## src/rtl/rpm_pkg.sv

```systemverilog
`default_nettype none
// ============================================================================
//  Package     : rpm_pkg
//  Description : Shared types, constants and the per-gear ceiling function
//                used by the RPM gear engine.
//  Revision    : 1.0 - initial release
// ============================================================================
package rpm_pkg;

  // Gear position width (up to 8 gears including neutral)
  localparam int GEAR_W = 3;

  // Controller operating state
  typedef enum logic [0:0] {
    ST_RUN   = 1'b0,
    ST_LIMIT = 1'b1
  } rpm_state_t;

  // Neutral is unrestricted. Gear g>=1 allows base + step*(g-1), clipped to
  // lvl_max. Integer arithmetic is wide enough that the sum never wraps
  // before it is saturated.
  function automatic int gear_ceiling(input logic [GEAR_W-1:0] gear,
                                      input int base,
                                      input int step,
                                      input int lvl_max);
    int raw;
    if (gear == '0) begin
      return lvl_max;
    end
    raw = base + step * (int'(gear) - 1);
    return (raw > lvl_max) ? lvl_max : raw;
  endfunction

endpackage : rpm_pkg
`default_nettype wire

```

## src/rtl/rpm_gear_engine_tick_timer.sv

```systemverilog
`default_nettype none
// ============================================================================
//  Module      : tick_timer
//  Description : Restartable down-counter. While enabled it flags expire for
//                one cycle every TICKS enabled cycles after a restart, then
//                starts the next period by itself.
//  Revision    : 1.0 - initial release
// ============================================================================
module tick_timer #(
  parameter int TICKS = 200
) (
  input  logic clk,
  input  logic rst,
  input  logic restart,
  input  logic enable,
  output logic expire
);

  localparam int CNT_W = $clog2(TICKS + 1);

  // Zero means "fresh period"; the first enabled cycle loads TICKS-1.
  logic [CNT_W-1:0] count;

  assign expire = enable && !restart &&
                  ((count == CNT_W'(1)) || (TICKS == 1));

  // Count enabled cycles; restart has priority over counting.
  always_ff @(posedge clk or posedge rst) begin
    if (rst) begin
      count <= '0;
    end else if (restart) begin
      count <= '0;
    end else if (enable) begin
      if (expire) begin
        count <= '0;
      end else if (count == '0) begin
        count <= CNT_W'(TICKS - 1);
      end else begin
        count <= count - CNT_W'(1);
      end
    end
  end

endmodule : tick_timer
`default_nettype wire

```

## src/rtl/rpm_gear_engine.sv

```systemverilog
`default_nettype none
// ============================================================================
//  Module      : rpm_gear_engine
//  Description : Speed-level controller with per-gear ceilings, accel repeat,
//                coast decay, rev limiter and optional automatic shifting.
//  Revision    : 1.0 - initial release
// ============================================================================
module rpm_gear_engine
  import rpm_pkg::*;
#(
  parameter int LEVEL_W      = 4,
  parameter int NUM_GEARS    = 6,
  parameter int MAX_BASE     = 6,
  parameter int MAX_STEP     = 2,
  parameter int REPEAT_TICKS = 200,
  parameter int DECAY_TICKS  = 500,
  parameter int LIMIT_CYCLES = 300,
  parameter int LIMIT_DROP   = 2,
  parameter int DOWN_THR     = 2
) (
  input  logic               clk,
  input  logic               rst,
  input  logic               accel_pulse,
  input  logic               decel_pulse,
  input  logic               accel_level,
  input  logic [GEAR_W-1:0]  gear_req,
  input  logic               auto_mode,
  output logic [LEVEL_W-1:0] speed_level,
  output logic [LEVEL_W-1:0] max_level,
  output logic [GEAR_W-1:0]  gear_cur,
  output logic               limiter_active,
  output logic               shift_evt
);

  localparam int                LVL_MAX  = (1 << LEVEL_W) - 1;
  localparam logic [GEAR_W-1:0] TOP_GEAR = GEAR_W'(NUM_GEARS - 1);

  rpm_state_t         state, state_n;
  logic [LEVEL_W-1:0] level_n;
  logic [GEAR_W-1:0]  gear_n;
  logic               shift_n;
  logic               upshift;
  logic [GEAR_W-1:0]  manual_tgt;
  logic [LEVEL_W-1:0] ceil_n;

  logic rep_exp, dec_exp, lim_exp;
  logic accel_evt;
  logic dec_en, lim_en;

  assign max_level      = LEVEL_W'(gear_ceiling(gear_cur, MAX_BASE, MAX_STEP, LVL_MAX));
  assign limiter_active = (state == ST_LIMIT);
  assign accel_evt      = accel_pulse | rep_exp;
  assign manual_tgt     = (gear_req > TOP_GEAR) ? TOP_GEAR : gear_req;

  // Coast decay only runs in RUN while the driver is completely idle.
  assign dec_en = (state == ST_RUN) && !accel_level && !accel_evt && !decel_pulse;
  assign lim_en = (state == ST_LIMIT);

  tick_timer #(.TICKS(REPEAT_TICKS)) u_repeat (
    .clk     (clk),
    .rst     (rst),
    .restart (accel_pulse | ~accel_level),
    .enable  (accel_level),
    .expire  (rep_exp)
  );

  tick_timer #(.TICKS(DECAY_TICKS)) u_decay (
    .clk     (clk),
    .rst     (rst),
    .restart (~dec_en),
    .enable  (dec_en),
    .expire  (dec_exp)
  );

  tick_timer #(.TICKS(LIMIT_CYCLES)) u_limit (
    .clk     (clk),
    .rst     (rst),
    .restart (~lim_en),
    .enable  (lim_en),
    .expire  (lim_exp)
  );

  // Register state, level, gear and the shift pulse.
  always_ff @(posedge clk or posedge rst) begin
    if (rst) begin
      state       <= ST_RUN;
      speed_level <= '0;
      gear_cur    <= '0;
      shift_evt   <= 1'b0;
    end else begin
      state       <= state_n;
      speed_level <= level_n;
      gear_cur    <= gear_n;
      shift_evt   <= shift_n;
    end
  end

  // Level events first, then at most one gear change which may override them.
  always_comb begin
    state_n = state;
    level_n = speed_level;
    gear_n  = gear_cur;
    shift_n = 1'b0;
    upshift = 1'b0;
    ceil_n  = max_level;

    case (state)
      ST_RUN: begin
        if (accel_evt && decel_pulse) begin
          level_n = speed_level;
        end else if (accel_evt) begin
          if (speed_level < max_level) begin
            level_n = speed_level + LEVEL_W'(1);
          end else if (auto_mode && (gear_cur != '0) && (gear_cur < TOP_GEAR)) begin
            upshift = 1'b1;
          end else begin
            state_n = ST_LIMIT;
          end
        end else if (decel_pulse || dec_exp) begin
          if (speed_level != '0) begin
            level_n = speed_level - LEVEL_W'(1);
          end
        end
      end
      ST_LIMIT: begin
        // Accel and repeat are ignored while the limiter cuts.
        if (decel_pulse) begin
          if (speed_level != '0) begin
            level_n = speed_level - LEVEL_W'(1);
          end
          state_n = ST_RUN;
        end else if (lim_exp) begin
          level_n = (speed_level > LEVEL_W'(LIMIT_DROP)) ?
                    speed_level - LEVEL_W'(LIMIT_DROP) : '0;
          state_n = ST_RUN;
        end
      end
      default: begin
        state_n = ST_RUN;
      end
    endcase

    if (!auto_mode) begin
      gear_n = manual_tgt;
    end else if (gear_cur == '0) begin
      gear_n = GEAR_W'(1);
    end else if (upshift) begin
      gear_n = gear_cur + GEAR_W'(1);
    end else if ((speed_level < LEVEL_W'(DOWN_THR)) && (gear_cur > GEAR_W'(1))) begin
      gear_n = gear_cur - GEAR_W'(1);
    end

    if (gear_n != gear_cur) begin
      shift_n = 1'b1;
      ceil_n  = LEVEL_W'(gear_ceiling(gear_n, MAX_BASE, MAX_STEP, LVL_MAX));
      if (upshift) begin
        level_n = speed_level >> 1;
      end else begin
        // Any other gear change aborts LIMIT and respects the new ceiling.
        state_n = ST_RUN;
        if (level_n > ceil_n) begin
          level_n = ceil_n;
        end
      end
    end
  end

endmodule : rpm_gear_engine
`default_nettype wire
```

## config.mk

```make
export PLATFORM = sky130hd
export DESIGN_NAME = rpm_gear_engine
export DESIGN_NICKNAME = d
export VERILOG_FILES = /design/src/rtl/rpm_pkg.sv /design/src/rtl/rpm_gear_engine_tick_timer.sv /design/src/rtl/rpm_gear_engine.sv
export SDC_FILE = /design/constraint.sdc
export NUM_CORES = 1
export LEC_CHECK = 0
export CORE_MARGIN = 4
export CORE_UTILIZATION = 46
export DETAILED_ROUTE_END_ITERATION = 16
export PLACE_DENSITY = 0.77
export SLEW_MARGIN = 20
export SYNTH_ARGS = -nofsm -noshare
export SYNTH_HDL_FRONTEND = slang
export SYNTH_SLANG_ARGS = --single-unit
```

## constraint.sdc

```tcl
create_clock -name clk -period 10.6 [get_ports clk]
set_input_delay 2.12 -clock clk [delete_from_list [all_inputs] [get_ports clk]]
set_output_delay 2.12 -clock clk [all_outputs]
set_load 0.1 [all_outputs]
```

* Word level (Yosys, flattened, before mapping)
Index checks and enable logic that the tools add are counted.
** Operators by class
- Reductions and logical operators :: 24
- Bitwise operators :: 4
- Magnitude comparators :: 9
- Eq/ne operators :: 4
- Mux-type cells :: 52
- Add/subtract/negate cells :: 12
** Operator list (number)
- 4-bit two-way mux :: 18
- 9-bit two-way mux :: 6
- 8-bit two-way mux :: 4
- 9-bit by 1-bit == test with 1-bit output (second input constant) :: 2
- 9-bit zero test :: 2
- 9-bit by 1-bit subtractor with 9-bit output (second input constant) :: 2
- 1-bit two-way mux :: 17
- 3-bit two-way mux :: 5
- 4-bit by 5-bit adder with 6-bit output (first input constant) :: 2
- 6-bit by 5-bit > comparator with 1-bit output (second input constant) :: 2
- 1-bit logical AND :: 11
- 8-bit by 1-bit == test with 1-bit output (second input constant) :: 1
- 8-bit zero test :: 1
- 4-bit one-hot mux with 2 select lines :: 1
- 3-bit by 1-bit subtractor with 4-bit output (second input constant) :: 2
- 8-bit by 1-bit subtractor with 8-bit output (second input constant) :: 1
- 3-bit zero test :: 2
- 4-bit by 1-bit adder with 4-bit output (second input constant) :: 1
- 4-bit by 2-bit > comparator with 1-bit output (second input constant) :: 1
- 4-bit > comparator :: 1
- 1-bit zero test :: 4
- 4-bit by 2-bit < comparator with 1-bit output (second input constant) :: 1
- 4-bit < comparator :: 1
- 4-bit nonzero test :: 1
- 14 further kinds :: 16
** Word-level totals
- Input port bits :: 9
- Word-level logic and storage cells :: 112
- Register bits after elaboration :: 35

* Logic depth before layout (Yosys ltp)
- Word-level depth :: 23
- Mapped depth :: 26

* By module
A second synthesis with hierarchy kept.
** Unflattened totals
- Cell total of the unflattened synthesis :: 409
- Area total of the unflattened synthesis :: 3388.2 um^2
** Modules (own cells, without submodules)
- rpm_gear_engine :: instances 1, area an instance 1767.9 um^2, cells an instance 237
- tick_timer (u_decay) :: instances 1, area an instance 568.0 um^2, cells an instance 59
- tick_timer (u_limit) :: instances 1, area an instance 565.5 um^2, cells an instance 60
- tick_timer (u_repeat) :: instances 1, area an instance 486.7 um^2, cells an instance 53

* Least setup slack after synthesis
Ideal clock, no wire load.
- Path kind :: register to register
- Start :: register gear_cur[0]
- End :: register speed_level[3]
- Buffers on the path :: 1
- Arrival time :: 7007 ps
- Library setup time :: 67 ps
- Setup slack :: 3526 ps
- Cell stages (with the launch flop) :: 26
- Data required time :: 10533 ps
- Clock period less this slack :: 7074 ps
- Path through :: dfrtp_1 -> buf_2 -> inv_1 -> ha_1 -> nand2b_1 -> o211a_1 -> nor2_1 -> nor2b_1 -> ha_1 -> a21o_1 -> or3_1 -> or3_1 -> and3_1 -> and3_1 -> o31ai_2 -> and2_1 -> mux2_4 -> ha_1 -> nor2b_1 -> o21ai_0 -> nand2b_1 -> a21oi_1 -> a41o_1 -> nor3_1 -> a21boi_1 -> a311o_1
** On the way
- Word-level cells in the longest chain between the ends :: 23
** RTL lines
- start: declaration :: line rpm_gear_engine.sv:30 : output logic [GEAR_W-1:0] gear_cur,
- start signal: assignment :: line rpm_gear_engine.sv:93 : gear_cur <= gear_n;
- 3-bit by 1-bit subtractor with 4-bit output :: line rpm_pkg.sv:30 : raw = base + step * (int'(gear) - 1);
- 4-bit by 5-bit adder with 6-bit output :: line rpm_pkg.sv:30
- 6-bit by 5-bit > comparator with 1-bit output :: line rpm_pkg.sv:31 : return (raw > lvl_max) ? lvl_max : raw;
- 4-bit two-way mux :: line rpm_pkg.sv:31
- 4-bit two-way mux (*) :: line rpm_pkg.sv:30
- net max_level[0] :: line rpm_gear_engine.sv:29 : output logic [LEVEL_W-1:0] max_level,
- 4-bit < comparator (*) :: line rpm_gear_engine.sv:112 : if (speed_level < max_level) begin
- 1-bit two-way mux :: line rpm_gear_engine.sv:112
- [... 9 more ...]
- 4-bit two-way mux :: line rpm_pkg.sv:31
- 4-bit two-way mux :: line rpm_pkg.sv:30
- 4-bit two-way mux :: line rpm_gear_engine.sv:153 : if (gear_n != gear_cur) begin
- 4-bit > comparator :: line rpm_gear_engine.sv:161 : if (level_n > ceil_n) begin
- 4-bit two-way mux :: line rpm_gear_engine.sv:161
- 4-bit two-way mux :: line rpm_gear_engine.sv:156 : if (upshift) begin
- 4-bit two-way mux (*) :: line rpm_gear_engine.sv:153
- net level_n[3] :: line rpm_gear_engine.sv:39 : logic [LEVEL_W-1:0] level_n;
- end signal: assignment :: line rpm_gear_engine.sv:92 : speed_level <= level_n;
- end: declaration :: line rpm_gear_engine.sv:28 : output logic [LEVEL_W-1:0] speed_level,
The timed path passes the listed nets; every way through them passes the cells marked *. The select of a mux whose other input is x is not followed.
A chain may end at the register's enable or synchronous reset.

* Worst setup path after layout
- Start :: register gear_cur[0]
- End :: register speed_level[3]
** On the way
- Word-level cells in the longest chain between the ends :: 23
** RTL lines
- 3-bit by 1-bit subtractor with 4-bit output :: line rpm_pkg.sv:30
- 4-bit by 5-bit adder with 6-bit output :: line rpm_pkg.sv:30
- 6-bit by 5-bit > comparator with 1-bit output :: line rpm_pkg.sv:31
- 4-bit two-way mux :: line rpm_pkg.sv:31
- 4-bit two-way mux :: line rpm_pkg.sv:30
- 4-bit < comparator :: line rpm_gear_engine.sv:112
- 1-bit two-way mux :: line rpm_gear_engine.sv:112
- 1-bit two-way mux :: line rpm_gear_engine.sv:111 : end else if (accel_evt) begin
- [... 8 more ...]
- 4-bit two-way mux :: line rpm_pkg.sv:31
- 4-bit two-way mux :: line rpm_pkg.sv:30
- 4-bit two-way mux :: line rpm_gear_engine.sv:153
- 4-bit > comparator :: line rpm_gear_engine.sv:161
- 4-bit two-way mux :: line rpm_gear_engine.sv:161
- 4-bit two-way mux :: line rpm_gear_engine.sv:156
- 4-bit two-way mux (*) :: line rpm_gear_engine.sv:153
- net level_n[3] :: line rpm_gear_engine.sv:39
Marked as above.

==> flow_metrics.py <==
metrics = {
    "pwr": {
        "p_per_area_nw_per_um2": 293,
        "combPwrFrac_pct": 65.7,
        "leakage_nw": 1.37,
        "p_sw_share_pct": 54.5,
        "switchingPower_uw": 486,
        "internal-power_uw": 405,
        "finalPower_uw": 891,
        "pwr-share-clk_pct": 10.8,
        "power_frac_seq_pct": 23.5,
        "peakVddDrop_v": 0.000185,
    },
    "placement": {
        "pre_cts_ws_ns": 4.57,
        "hpwl_um": 4470,
        "dp_cells": 398,
        "postPlaceCellArea_sq_um": 2960,
        "port_buffers": 21,
        "gp_congestion": 0.853,
    },
    "global_route": {
        "grt_overflow": 0,
        "antenna_found_initial": 0,
        "grt_pass1_vias": 2348,
        "grt_max_degree": 31,
        "grt_usage_pct": 17.7,
        "grt_pass1_wl_um": 10400,
    },
    "logic_synthesis": {
        "synthMuxAreaShare_pct": 0.935,
        "netlist_area_sq_um": 2680,
        "netlist_instances": 311,
        "synth-adder-area-share_pct": 11.2,
        "syn_nets": 344,
        "synth_top_area_share_pct": 32.7,
        "ys_top_cells_by_area": "dfrtp_1, ha_1, a21oi_1",
        "synth_edf_count": 0,
        "synth-compound-area-share_pct": 19.6,
        "synth_simple_gate_area_share_pct": 24.7,
        "seq_area_frac_synth_pct": 32.7,
        "synth_cell_type_count": 59,
        "ys_async_sr_fraction_pct": 100,
        "synth_xor_area_share_pct": 6.87,
        "synth_area_per_cell_sq_um": 8.61,
        "yosys_most_used_dff": "dfrtp_1",
        "synth_top_family_by_area": "simple AND/OR/NAND/NOR gates",
        "synth_top_area_cell": "dfrtp_1",
        "ys_ff_latch": 35,
        "ys_warn_count": 0,
    },
    "cts": {
        "clock_latency_ns": 0.29,
        "cts.sinks": 35,
        "cts_buffers": 5,
        "holdBufCountCts": 0,
        "htree_levels": 2,
        "cts-root-buf": "clkbuf_8",
        "cts_tree": "built",
        "cts_resized": 0,
        "clk_pin_slew_ns": 0.07,
        "post_cts_buffers": 0,
        "clockBufferDepth": 2,
    },
    "worst_setup_path": {
        "r2r-start": "gear_cur[0]$_DFF_PP0_",
        "worstSetupPathType": "flop to flop",
        "r2r_cells": 24,
        "end_kind": "flop",
        "rrSetupSlack_ns": 4.76,
        "r2r_end": "speed_level[3]$_DFF_PP0_",
        "worst_setup_path_start_kind": "flop",
        "cp_max_fo": 14,
        "crit_arrival_ns": 6.07,
        "critPathRequiredTime_ns": 10.84,
    },
    "detailed_routing": {
        "drt-initial-drc-count": 156,
        "vias": 2364,
        "drc": 0,
        "wl_per_cell_um": 14.5,
        "routed_via_density": 5.82,
        "finalWirelength_um": 5880,
        "drt_first_pass_iters": 4,
        "postRouteAntennaNets": 0,
    },
    "floorplan": {
        "fp.dieH_um": 84.3,
        "coreArea_sq_um": 5570,
        "initial_utilization_pct": 48.0,
        "die-area_sq_um": 7110,
        "die_w_um": 84.3,
        "ioPinCount": 22,
        "rows": 27,
    },
    "flow_run": {
        "max_cap_violations": 0,
    },
    "layout": {
        "fin_area_sq_um": 3040,
        "final_cells": 406,
        "num-fill-cells": 512,
        "syn_to_final_growth_pct": 13.7,
        "diodes": 0,
        "nNetsFinal": 366,
        "final_util_pct": 54.6,
        "layout-drive-gt1-share_pct": 6.89,
    },
    "sta": {
        "finalSetupViolCount": 0,
        "tightest_slew_ns": 0.976,
        "slew_viol_final": 0,
        "setup_ws_ns": 4.76,
        "hold_violations": 0,
        "timing.hold.ws_ns": 0.517,
        "post-route-period-util_pct": 55.1,
        "grt_setup_unrepaired": "false",
        "max_freq_mhz": 171,
        "relSlewSlack_pct": 34.7,
        "min_period_ns": 5.84,
        "fin_tns_setup_ns": 0,
        "clock_skew_ns": 0.00659,
    },
    "min_path": {
        "hold-path-cell-count": 1,
        "whs_endpoint": "u_repeat.count[0]$_DFFE_PP0P_",
        "min_path_type": "flop to flop",
        "holdCritStartpoint": "u_repeat.count[0]$_DFFE_PP0P_",
    },
    "run_status": {
        "status": "finished, final reports clean",
    },
}
## metal layers
| layer | global-route usage [%] | vias to the layer above | share of wire, % |
|---|---|---|---|
| li1 | - | 1161 | - |
| met1 | 21.5 | 1138 | 46 |
| met2 | 30.6 | 57 | 49 |
| met3 | 4.91 | 8 | 4.0 |
| met4 | 5.12 | 0 | 0.92 |
| met5 | 0 | - | 0 |
## cell usage in the layout, fill, tap and decap left out, drive strengths merged, types with 6 or more instances in the layout
cell,synthesis,final
nand2,27,27
inv,20,20
o21ai,10,10
nand2b,6,6
nor2b,6,6
dfrtp,35,35
a211oi,8,8
nor2,33,33
clkdlybuf4s50,0,21
ha,24,24
a21oi,27,27
xor2,7,7
nor3,15,15
xnor2,14,14
nand3,9,9
## cell type report
class                           count  area (sq um)  area share (%)
Multi-Input combinational cell    249          1700            55.7
Sequential cell                    35           876            28.8
Timing Repair Buffer               22           218            7.15
Tap cell                           72          90.1            2.96
Inverter                           20          75.1            2.47
Clock buffer                        5          68.8            2.26
Clock inverter                      3          20.0           0.658
## worst max-delay path, cell delays in order (launching register included)
cell and delay, ns:
dfrtp_1 0.65, inv_1 0.21, ha_1 0.30, nand2b_1 0.16, o211a_1 0.13, nor2_1 0.22, nor2b_1 0.10, ha_1 0.30
a21o_1 0.19, or3_1 0.30, or3_1 0.37, and3_1 0.23, and3_1 0.21, o31ai_2 0.30, and2_1 0.25, mux2_4 0.33
ha_1 0.19, nor2b_1 0.12, o21ai_0 0.10, nand2b_1 0.09, a21oi_1 0.07, a41o_1 0.23, nor3_1 0.37, a21boi_1 0.22
a311o_1 0.12
## sequential cells by signal, indices dropped and copies added, names as in the netlist
register	cells
u_limit.count	9
u_decay.count	9
gear_cur	3
limiter_active	1
speed_level	4
u_repeat.count	8
shift_evt	1
## cells in the mapped netlist (2+ instances only)
cell	count
o21bai_1	2
nand4_1	2
or2_2	2
and3_1	5
nor2b_1	6
clkbuf_1	4
a211oi_1	6
ha_1	24
nor2_1	33
dfrtp_1	35
a32o_1	2
nor4_1	4
a221oi_1	2
nand2b_1	6
a211oi_2	2
nor3_1	14
a311o_1	2
nand3_1	8
nand2_1	27
a21oi_1	27
nor3b_1	2
xnor2_1	14
or3_1	4
xor2_1	7
a31oi_1	4
inv_1	18
o21ai_0	9
and2_1	4
nor4b_1	3
buf_2	3
inv_2	2
## worst max path at each step
| stage | from | slack, ns | cells past startpoint | to |
|---|---|---|---|---|
| 2_1_floorplan | gear_cur[0]$_DFF_PP0_ | 3.53 | 25 | speed_level[3]$_DFF_PP0_ |
| 5_1_grt | gear_cur[0]$_DFF_PP0_ | 4.32 | 24 | speed_level[3]$_DFF_PP0_ |
| 6_report | gear_cur[0]$_DFF_PP0_ | 4.76 | 24 | speed_level[3]$_DFF_PP0_ |
| 3_5_place_dp | auto_mode | 4.57 | 17 | speed_level[3]$_DFF_PP0_ |
| 3_3_place_gp | auto_mode | 4.82 | 17 | speed_level[3]$_DFF_PP0_ |
| 4_1_cts | gear_cur[0]$_DFF_PP0_ | 4.79 | 24 | speed_level[3]$_DFF_PP0_ |
## logic make-up (layout without fill, tap and decap cells)
group / Yosys count / in the layout
xor+xnor: 21 / 21
compound gates: 75 / 75
mux: 2 / 2
flops: 35 / 35
buf+inv: 27 / 50
simple gates: 127 / 127
fa+ha+maj: 24 / 24
## power groups by stage
stage                     clock network [mW]  logic [mW]  registers (mW)
after global placement                     0       0.571           0.210
after global routing                   0.105       0.640           0.215
final                                 0.0965       0.586           0.209
after floorplan                            0       0.396           0.272
after detailed placement                   0       0.582           0.210
after CTS                             0.0991       0.586           0.208
No activity file was read; power rests on OpenSTA's default activity.
